## src/rtl/csrwbm.sv

```systemverilog
// rtl/csrwbm.sv - CSR-programmed single-word Wishbone master with timeout and completion irq
module csrwbm #(
    parameter logic [3:0] csr_addr  = 4'h2,
    parameter int         timeout_w = 16
) (
    input  logic        sys_clk,
    input  logic        sys_rst_n,
    input  logic [13:0] csr_a,
    input  logic        csr_we,
    input  logic [31:0] csr_di,
    output logic [31:0] csr_do,
    output logic        irq,
    output logic [31:0] wbm_adr_o,
    output logic [31:0] wbm_dat_o,
    input  logic [31:0] wbm_dat_i,
    output logic [3:0]  wbm_sel_o,
    output logic        wbm_we_o,
    output logic [2:0]  wbm_cti_o,
    output logic        wbm_cyc_o,
    output logic        wbm_stb_o,
    input  logic        wbm_ack_i
);

    typedef enum logic {S_IDLE, S_BUS} state_t;

    state_t               state_q, state_d;
    logic [31:0]          adr_q, adr_d;
    logic [31:0]          wdata_q, wdata_d;
    logic [31:0]          rdata_q, rdata_d;
    logic                 we_q, we_d;
    logic                 ainc_q, ainc_d;
    logic                 irq_en_q, irq_en_d;
    logic [3:0]           sel_q, sel_d;
    logic [timeout_w-1:0] timeout_q, timeout_d;
    logic [timeout_w-1:0] cnt_q, cnt_d;
    logic                 done_q, done_d;
    logic                 tmo_q, tmo_d;
    logic [31:0]          csr_do_q, csr_do_d;

    logic        page_hit;
    logic        csr_wr;
    logic [2:0]  idx;
    logic [31:0] rd_val;

    always_comb begin
        page_hit  = (csr_a[13:10] == csr_addr);
        csr_wr    = page_hit && csr_we;
        idx       = csr_a[2:0];

        state_d   = state_q;
        adr_d     = adr_q;
        wdata_d   = wdata_q;
        rdata_d   = rdata_q;
        we_d      = we_q;
        ainc_d    = ainc_q;
        irq_en_d  = irq_en_q;
        sel_d     = sel_q;
        timeout_d = timeout_q;
        cnt_d     = cnt_q;
        done_d    = done_q;
        tmo_d     = tmo_q;

        // w1c is applied first so a completion in the same cycle overrides it
        if (csr_wr && idx == 3'd4) begin
            if (csr_di[1]) done_d = 1'b0;
            if (csr_di[2]) tmo_d  = 1'b0;
        end

        case (state_q)
            S_IDLE: begin
                if (csr_wr) begin
                    case (idx)
                        3'd0: adr_d = {csr_di[31:2], 2'b00};
                        3'd1: wdata_d = csr_di;
                        3'd3: begin
                            we_d     = csr_di[1];
                            ainc_d   = csr_di[2];
                            irq_en_d = csr_di[3];
                            sel_d    = csr_di[7:4];
                            if (csr_di[0]) begin
                                state_d = S_BUS;
                                done_d  = 1'b0;
                                tmo_d   = 1'b0;
                                cnt_d   = timeout_q;
                            end
                        end
                        3'd5: timeout_d = csr_di[timeout_w-1:0];
                        default: ;
                    endcase
                end
            end
            S_BUS: begin
                if (wbm_ack_i) begin
                    state_d = S_IDLE;
                    done_d  = 1'b1;
                    tmo_d   = 1'b0;
                    if (!we_q) rdata_d = wbm_dat_i;
                    if (ainc_q) adr_d = adr_q + 32'd4;
                end else if (timeout_q != '0) begin
                    cnt_d = cnt_q - 1'b1;
                    if (cnt_q == {{(timeout_w-1){1'b0}}, 1'b1}) begin
                        state_d = S_IDLE;
                        done_d  = 1'b1;
                        tmo_d   = 1'b1;
                    end
                end
            end
            default: state_d = S_IDLE;
        endcase

        case (idx)
            3'd0:    rd_val = adr_q;
            3'd1:    rd_val = wdata_q;
            3'd2:    rd_val = rdata_q;
            3'd3:    rd_val = {24'd0, sel_q, irq_en_q, ainc_q, we_q, 1'b0};
            3'd4:    rd_val = {29'd0, tmo_q, done_q, state_q == S_BUS};
            3'd5:    rd_val = 32'(timeout_q);
            default: rd_val = 32'd0;
        endcase
        // zero when unselected: all CSR slaves' read data are ORed together
        csr_do_d = page_hit ? rd_val : 32'd0;
    end

    always_ff @(posedge sys_clk) begin
        if (!sys_rst_n) begin
            state_q   <= S_IDLE;
            adr_q     <= 32'd0;
            wdata_q   <= 32'd0;
            rdata_q   <= 32'd0;
            we_q      <= 1'b0;
            ainc_q    <= 1'b0;
            irq_en_q  <= 1'b0;
            sel_q     <= 4'd0;
            timeout_q <= '1;
            cnt_q     <= '0;
            done_q    <= 1'b0;
            tmo_q     <= 1'b0;
            csr_do_q  <= 32'd0;
        end else begin
            state_q   <= state_d;
            adr_q     <= adr_d;
            wdata_q   <= wdata_d;
            rdata_q   <= rdata_d;
            we_q      <= we_d;
            ainc_q    <= ainc_d;
            irq_en_q  <= irq_en_d;
            sel_q     <= sel_d;
            timeout_q <= timeout_d;
            cnt_q     <= cnt_d;
            done_q    <= done_d;
            tmo_q     <= tmo_d;
            csr_do_q  <= csr_do_d;
        end
    end

    assign csr_do    = csr_do_q;
    assign irq       = done_q & irq_en_q;
    assign wbm_cyc_o = (state_q == S_BUS);
    assign wbm_stb_o = (state_q == S_BUS);
    assign wbm_adr_o = adr_q;
    assign wbm_dat_o = wdata_q;
    assign wbm_sel_o = sel_q;
    assign wbm_we_o  = we_q;
    assign wbm_cti_o = 3'b000;

endmodule

```

## config.mk

```make
export PLATFORM = sky130hd
export DESIGN_NAME = csrwbm
export DESIGN_NICKNAME = d
export VERILOG_FILES = /design/src/rtl/csrwbm.sv
export SDC_FILE = /design/constraint.sdc
export NUM_CORES = 1
export LEC_CHECK = 0
export CAP_MARGIN = 25
export CORE_MARGIN = 2
export CORE_UTILIZATION = 50
export DETAILED_ROUTE_END_ITERATION = 10
export PLACE_DENSITY = 0.9
export SLEW_MARGIN = 20
export SYNTH_ARGS = -nofsm -noshare
export SYNTH_HDL_FRONTEND = slang
export SYNTH_SLANG_ARGS = --single-unit
```

## constraint.sdc

```tcl
create_clock -name sys_clk -period 2 [get_ports sys_clk]
set_input_delay 0.3 -clock sys_clk [delete_from_list [all_inputs] [get_ports sys_clk]]
set_output_delay 0.3 -clock sys_clk [all_outputs]
set_load 0.02 [all_outputs]
```

==> results.sh, run 1 <==
export IMPL_hp_start="wbm_dat_i[8]"
export IMPL_vias=9061
export IMPL_status="completed"
export IMPL_rows=46
export IMPL_vias_per_cell=6.093
export IMPL_maxSlewHeadroom_pct=65.07
export IMPL_cpLargestDelayFamily="simple AND/OR/NAND/NOR gates"
export IMPL_grt_antenna_before_repair=0
export IMPL_p_total_mw=7.102
export IMPL_ys_ff_latch=168
export IMPL_fillers=1136
export IMPL_synth_area_per_cell_um2=7.862
export IMPL_seq_power_share_pct=47.3
export IMPL_worst_endpoint_required_ns=2.37
export IMPL_first_global_vias=8819
export IMPL_end_kind="flop"
export IMPL_post_drt_wl_per_cell_um=19.40
export IMPL_die_area_um2=17100
export IMPL_die_y_um=130.8
export IMPL_drtPass1Iterations=5
export IMPL_placed_cells=1455
export IMPL_clk_latency_ns=0.44
export IMPL_yosys_area_share_adder_pct=0.4671
export IMPL_synth_top_family_by_area="simple AND/OR/NAND/NOR gates"
export IMPL_p_switching_mw=1.695
export IMPL_power_frac_clock_pct=45.2
export IMPL_drc=0
export IMPL_maxSlewViolCount=0
export IMPL_synth_commonest_cells="195 x nand2_1, 168 x dfxtp_1, 147 x a21oi_1, 94 x nor2_1, 55 x clkbuf_1"
export IMPL_hold_buffers=0
export IMPL_peakVddDrop_v=0.0005896
export IMPL_p_comb_share_pct=7.5
export IMPL_io_buffers=176
export IMPL_synthesis_area_um2=8035
export IMPL_synth_edff_count=0
export IMPL_htreeDepth=4
export IMPL_synthSimpleGateAreaFrac_pct=26.28
export IMPL_r2r_slack_ns=0.03
export IMPL_async_reset_ff_share_pct=0
export IMPL_ff_latch_area_um2=3366
export IMPL_synth_area_leader_cell="dfxtp_1"
export IMPL_synth_area_mux_share_pct=6.369
export IMPL_cts_sinks=168
export IMPL_worst_path_stages=6
export IMPL_criticalPathCategory="reg -> reg"
export IMPL_setup_viol=0
export IMPL_die_x_um=130.8
export IMPL_synthCells=1022
export IMPL_hold_viol=0
export IMPL_cts_tree="built"
export IMPL_clock_root_buffer="clkbuf_16"
export IMPL_yosysTopAreaCellShare_pct=41.86
export IMPL_seq_area_frac_synth_pct=41.86
export IMPL_path_clk_slew_ns=0.07
export IMPL_final_antenna_net_count=0
export IMPL_synth_flop_cell="dfxtp_1"
export IMPL_holdCritPathClass="in -> reg"
export IMPL_crit_chain="nor4_2, nand4_1, a21oi_1, buf_4, o21ai_0, a21oi_1"
export IMPL_routabilityCongestion=0.9729
export IMPL_area_delta_synth_final_pct=41.42
export IMPL_numCtsBuffers=17
export IMPL_min_period_ns=1.972
export IMPL_holdPathStages=3
export IMPL_critical_path_buf_inv_count=1
export IMPL_startpoint="timeout_q[11]$_SDFFE_PN1P_"
export IMPL_post_route_period_util_pct=98.61
export IMPL_totalWireLength_mm=28.86
export IMPL_ioPinCount=189
export IMPL_fin_worst_skew_ns=0.008482
export IMPL_stdcell_count=1487
export IMPL_synth_cell_type_count=71
export IMPL_p_per_area_nw_per_um2=625.0
export IMPL_startpoint_type="flop"
export IMPL_cap_viol_max_count=0
export IMPL_synth_most_common_cell="nand2_1"
export IMPL_grt_usage_pct=34.09
export IMPL_reg2reg_depth=6
export IMPL_clockBufferDepth=2
export IMPL_synth_xor_area_share_pct=0
export IMPL_finish_net_count=1343
export IMPL_gr_total_overflow=0
export IMPL_dpl_hpwl_mm=20.28
export IMPL_yosys_warnings=0
export IMPL_cts_setup_buffers=0
export IMPL_worstMarginPinSlew_ns=0.5192
export IMPL_synthTopCellsByArea="dfxtp_1 42%, a21oi_1 9.2%, nand2_1 9.1%, nor2_1 4.4%, mux2i_1 4.0%"
export IMPL_critPathMostFrequentCell="a21oi_1"
export IMPL_grt_pass1_wl_mm=45.32
export IMPL_swShare_pct=23.87
export IMPL_cp_arrival_ns=2.34
export IMPL_r2r_start="timeout_q[11]$_SDFFE_PN1P_"
export IMPL_critPathMaxStageDelay_ns=0.51
export IMPL_synth_compound_area_share_pct=19.71
export IMPL_start_util_pct=50.95
export IMPL_power_internal_mw=5.407
export IMPL_grt_start_max_net_pins=39
export IMPL_n_antenna_cell=0
export IMPL_layout_drive_gt1_share_pct=15.89
export IMPL_coreArea_um2=15770
export IMPL_crit_slowest_cell="nor4_2"
export IMPL_first_iter_violations=1060
export IMPL_hold_slack_ns=0.4101
export IMPL_path_max_fanout=9
export IMPL_clock_fmax_ghz=0.5070
export IMPL_leakage_nw=4.250
export IMPL_multi_input_area_um2=4308
==> worst register-to-register path: stages (launching register included) <==
cell     delay [ns]
dfxtp_1        0.33
nor4_2         0.51
nand4_1        0.28
a21oi_1        0.29
buf_4          0.21
o21ai_0        0.12
a21oi_1        0.16
==> sequential cells by signal, summed over array words and instances, names as in the netlist <==
register,cells
ainc_q,1
cnt_q,16
csr_do,32
done_q,1
irq_en_q,1
rdata_q,32
timeout_q,16
tmo_q,1
wbm_adr_o,30
wbm_cyc_o,1
wbm_dat_o,32
wbm_sel_o,4
wbm_we_o,1
==> cell families (layout without fill, tap and decap cells) <==
kind of cell               after synthesis  count (layout)
AOI/OAI and AO/OA                      265             265
buffers and inverters                   97             342
DFF                                    168             168
adders and majority gates                3               3
and+or+nand+nor                        442             442
muxes                                   46              46
other                                    1               5
==> cell type report <==
cell class / instances / share of cell area (%)
Clock buffer: 20 / 4.019
Multi-Input combinational cell: 761 / 37.91
Sequential cell: 168 / 29.62
Tap cell: 216 / 2.378
Clock inverter: 12 / 1.024
Timing Repair Buffer: 298 / 24.64
Inverter: 12 / 0.4074
==> power by group through the flow <==
stage	clock network (mW)	registers [mW]	logic, mW
final	3.21	3.36	0.532
after global routing	3.38	3.36	0.560
after CTS	3.21	3.36	0.520
after detailed placement	0	3.43	0.514
after global placement	0	3.43	0.510
after floorplan	0	3.44	0.219
==> per-stage QoR <==
stage	area, um^2	util (%)	worst slack [ns]	setup TNS [ns]
6_report	11360	72.06	0.02776	0
5_1_grt	11360	72.06	-0.0003622	-0.0003622
4_1_cts	11340	71.94	0.05148	0
3_5_place_dp	10760	68.22	-0.2774	-11.49
3_3_place_gp	10760	68.22	-0.2041	-7.629
2_1_floorplan	8050	-	0.03124	0
==> path summary, 6_finish.rpt <==
path,to
max,cnt_q[14]$_SDFFE_PN0P_
min,rdata_q[8]$_SDFFE_PN0P_
max reg2reg,cnt_q[14]$_SDFFE_PN0P_
min reg2reg,rdata_q[3]$_SDFFE_PN0P_
==> repair_timing <==
action                     4_1_cts  5_1_grt
hold endpoints to repair         0        0
pin swaps                        0        2
setup endpoints to repair        9       13
gates resized for setup          3        7
==> cell usage in the layout (no fill, tap or decap), types with 5 or more instances in the layout <==
cell               n
clkbuf_16         17
nor3b_1            5
a22oi_1           12
mux2_2            11
o21ai_0           27
and2_1             8
buf_4            112
clkdlybuf4s50_1  174
nor2_1            91
mux2i_1           32
conb_1             5
nand2_1          195
dfxtp_1          166
a211oi_1           6
a31oi_1           16
a21oi_1          147
nor2b_1           12
a21o_1             5
nor4_1            10
o32ai_1            5
and3_1             9
nand2b_1           8
buf_12            10
nand4_1           15
nand3_1           35
nor3_1            14
inv_1             11
==> layer usage <==
layer / vias to the layer above / wire, um / track usage (%)
met2: 613 / 13340 / 54.81
li1: 4063 / - / -
met4: 0 / 1453 / 18.15
met5: - / 0 / 0
met3: 133 / 2880 / 7.451
met1: 4252 / 11180 / 43.00
(Power assumes the default switching activity.)
==> inputs of run 2 (changes only) <==
--- a/config.mk
+++ b/config.mk
@@ -6,10 +6,11 @@
 export NUM_CORES = 1
 export LEC_CHECK = 0
 export CAP_MARGIN = 25
-export CORE_MARGIN = 2
-export CORE_UTILIZATION = 50
+export CORE_MARGIN = 4
+export CORE_UTILIZATION = 60
 export DETAILED_ROUTE_END_ITERATION = 10
-export PLACE_DENSITY = 0.9
+export DONT_BUFFER_PORTS = 1
+export PLACE_DENSITY = 0.86
 export SLEW_MARGIN = 20
 export SYNTH_ARGS = -nofsm -noshare
 export SYNTH_HDL_FRONTEND = slang
==> run 2 against run 1 <==
Against the previous run:
- core utilization decreased by 0.63 points
- highest routed layer unchanged
- register-to-register slack better by 0.11 ns
- critical endpoint is now cnt_q[12]$_SDFFE_PN0P_
- clock skew shrank 0.00064 ns
==> results.sh, run 2 (synthesis gave the netlist of run 1 again) <==
export IMPL_layout_drive_gt1_share_pct=14.13
export IMPL_coreArea_um2=13190
export IMPL_routabilityCongestion=0.9615
export IMPL_n_antenna_cell=0
export IMPL_grtUsageMet1_pct=40.47
export IMPL_end_kind="flop"
export IMPL_vias=8224
export IMPL_criticalPathCategory="reg -> reg"
export IMPL_gr_total_overflow=0
export IMPL_start_util_pct=60.92
export IMPL_path_max_fanout=5
export IMPL_met2_usage_pct=56.34
export IMPL_totalWireLength_mm=26.50
export IMPL_first_global_vias=7816
export IMPL_grt_pass1_wl_mm=40.90
export IMPL_first_iter_violations=998
export IMPL_startpoint_type="flop"
export IMPL_p_total_mw=6.921
export IMPL_cap_viol_max_count=0
export IMPL_die_area_um2=15310
export IMPL_clock_fmax_ghz=0.5373
export IMPL_path_clk_slew_ns=0.06
export IMPL_peakVddDrop_v=0.0006085
export IMPL_setup_viol=0
export IMPL_mostFrequentLayoutCells="195 x nand2_1, 166 x dfxtp_1, 147 x a21oi_1"
export IMPL_dpl_hpwl_mm=17.33
export IMPL_cts_tree="built"
export IMPL_final_common_cell="nand2_1"
export IMPL_post_route_period_util_pct=93.06
export IMPL_drtPass1Iterations=6
export IMPL_grt_antenna_before_repair=0
export IMPL_cp_arrival_ns=2.22
export IMPL_hold_slack_ns=0.002138
export IMPL_holdPathStages=2
export IMPL_final_antenna_net_count=0
export IMPL_maxSlewViolCount=0
export IMPL_setup_tns_ns=0
export IMPL_leakage_nw=3.515
export IMPL_maxSlewHeadroom_pct=45.76
export IMPL_status="completed"
export IMPL_rsz0062_at_grt="false"
export IMPL_fin_worst_skew_ns=0.007841
export IMPL_met3_usage_pct=10.13
export IMPL_grt_usage_pct=34.24
export IMPL_post_drt_wl_per_cell_um=21.16
export IMPL_die_x_um=123.7
export IMPL_numCtsBuffers=17
export IMPL_clockBufferDepth=2
export IMPL_worstMarginPinSlew_ns=0.8109
export IMPL_die_y_um=123.7
export IMPL_p_per_area_nw_per_um2=734.6
export IMPL_area_delta_synth_final_pct=17.25
export IMPL_io_buffers=0
export IMPL_worst_endpoint_required_ns=2.35
export IMPL_reg2reg_depth=8
export IMPL_grt_start_max_net_pins=48
export IMPL_ioPinCount=189
export IMPL_dp_slack_ns=0.1319
export IMPL_finish_net_count=1148
export IMPL_min_period_ns=1.861
export IMPL_busiest_layer="met2"
export IMPL_holdCritPathClass="in -> reg"
export IMPL_vias_per_cell=6.569
export IMPL_clock_root_buffer="clkbuf_16"
export IMPL_htreeDepth=4
export IMPL_rows=42
export IMPL_hold_viol=0
export IMPL_cts_sinks=168
export IMPL_clk_latency_ns=0.43
export IMPL_drc=0
export IMPL_fin_ws_ns=0.1387
## run 2: changes by cell type in the layout (fill, tap and decap cells not counted), moves of 2 or more
cell	previous run	this run
dlygate4sd3_1	0	24
buf_12	10	4
nor4_2	3	1
nor4_4	3	5
clkbuf_1	1	3
buf_4	112	74
clkdlybuf4s50_1	174	0
## run 2: per-layer routing
metal	wire, um	up-vias	share of wire, %
li1	-	3687	-
met1	9468	3837	36
met2	12390	568	47
met3	3325	132	13
met4	1310	0	4.9
met5	0	-	0
## run 2: final timing paths
path / startpoint / end / slack, ns
worst max register to register: cnt_q[1]$_SDFFE_PN0P_ / cnt_q[12]$_SDFFE_PN0P_ / 0.14
worst min register to register: rdata_q[4]$_SDFFE_PN0P_ / rdata_q[4]$_SDFFE_PN0P_ / 0.46
worst max-delay path: cnt_q[1]$_SDFFE_PN0P_ / cnt_q[12]$_SDFFE_PN0P_ / 0.14
worst min-delay path: csr_di[11] / wbm_dat_o[11]$_SDFFE_PN0P_ / 0.002
## run 2: metrics by stage
stage | area (um^2) | utilization [%] | std cells
2_1_floorplan | 8050 | - | 1026
5_1_grt | 9422 | 71.43 | 1252
4_1_cts | 9361 | 70.97 | 1250
3_3_place_gp | 8538 | 64.73 | 1194
6_report | 9422 | 71.43 | 1252
3_5_place_dp | 8538 | 64.73 | 1194
## run 2: where the power goes
part / switching (mW) / total, mW / leakage [nW] / internal, mW
logic: 0.154 / 0.284 / 1.88 / 0.130
clock network: 1.36 / 3.28 / 0.277 / 1.91
registers: 0.0104 / 3.36 / 1.35 / 3.35
total: 1.53 / 6.92 / 3.52 / 5.39
## run 2: layout make-up
class | instances | area (um^2)
repair buffers | 103 | 888.4
clock buffers | 22 | 464.2
multi-input cells | 761 | 4315
clock inverters | 10 | 118.9
inverters | 12 | 46.29
fillers | 953 | 3769
well taps | 176 | 220.2
flip-flops and latches | 168 | 3368
## run 2: repair_timing
| item | CTS | global route |
|---|---|---|
| setup buffers | 0 | 1 |
| setup endpoints to repair | 0 | 21 |
| hold endpoints to repair | 32 | 1 |
| gates resized for setup | 0 | 10 |
| hold buffers | 24 | 1 |
## run 2: critical path, cell delays in order, from the launching register on
cell and delay, ns:
dfxtp_1 0.34, inv_1 0.09, ha_2 0.20, or3b_2 0.48
nor2_1 0.11, buf_4 0.15, nand4_1 0.09, a21o_1 0.18
a31oi_1 0.15
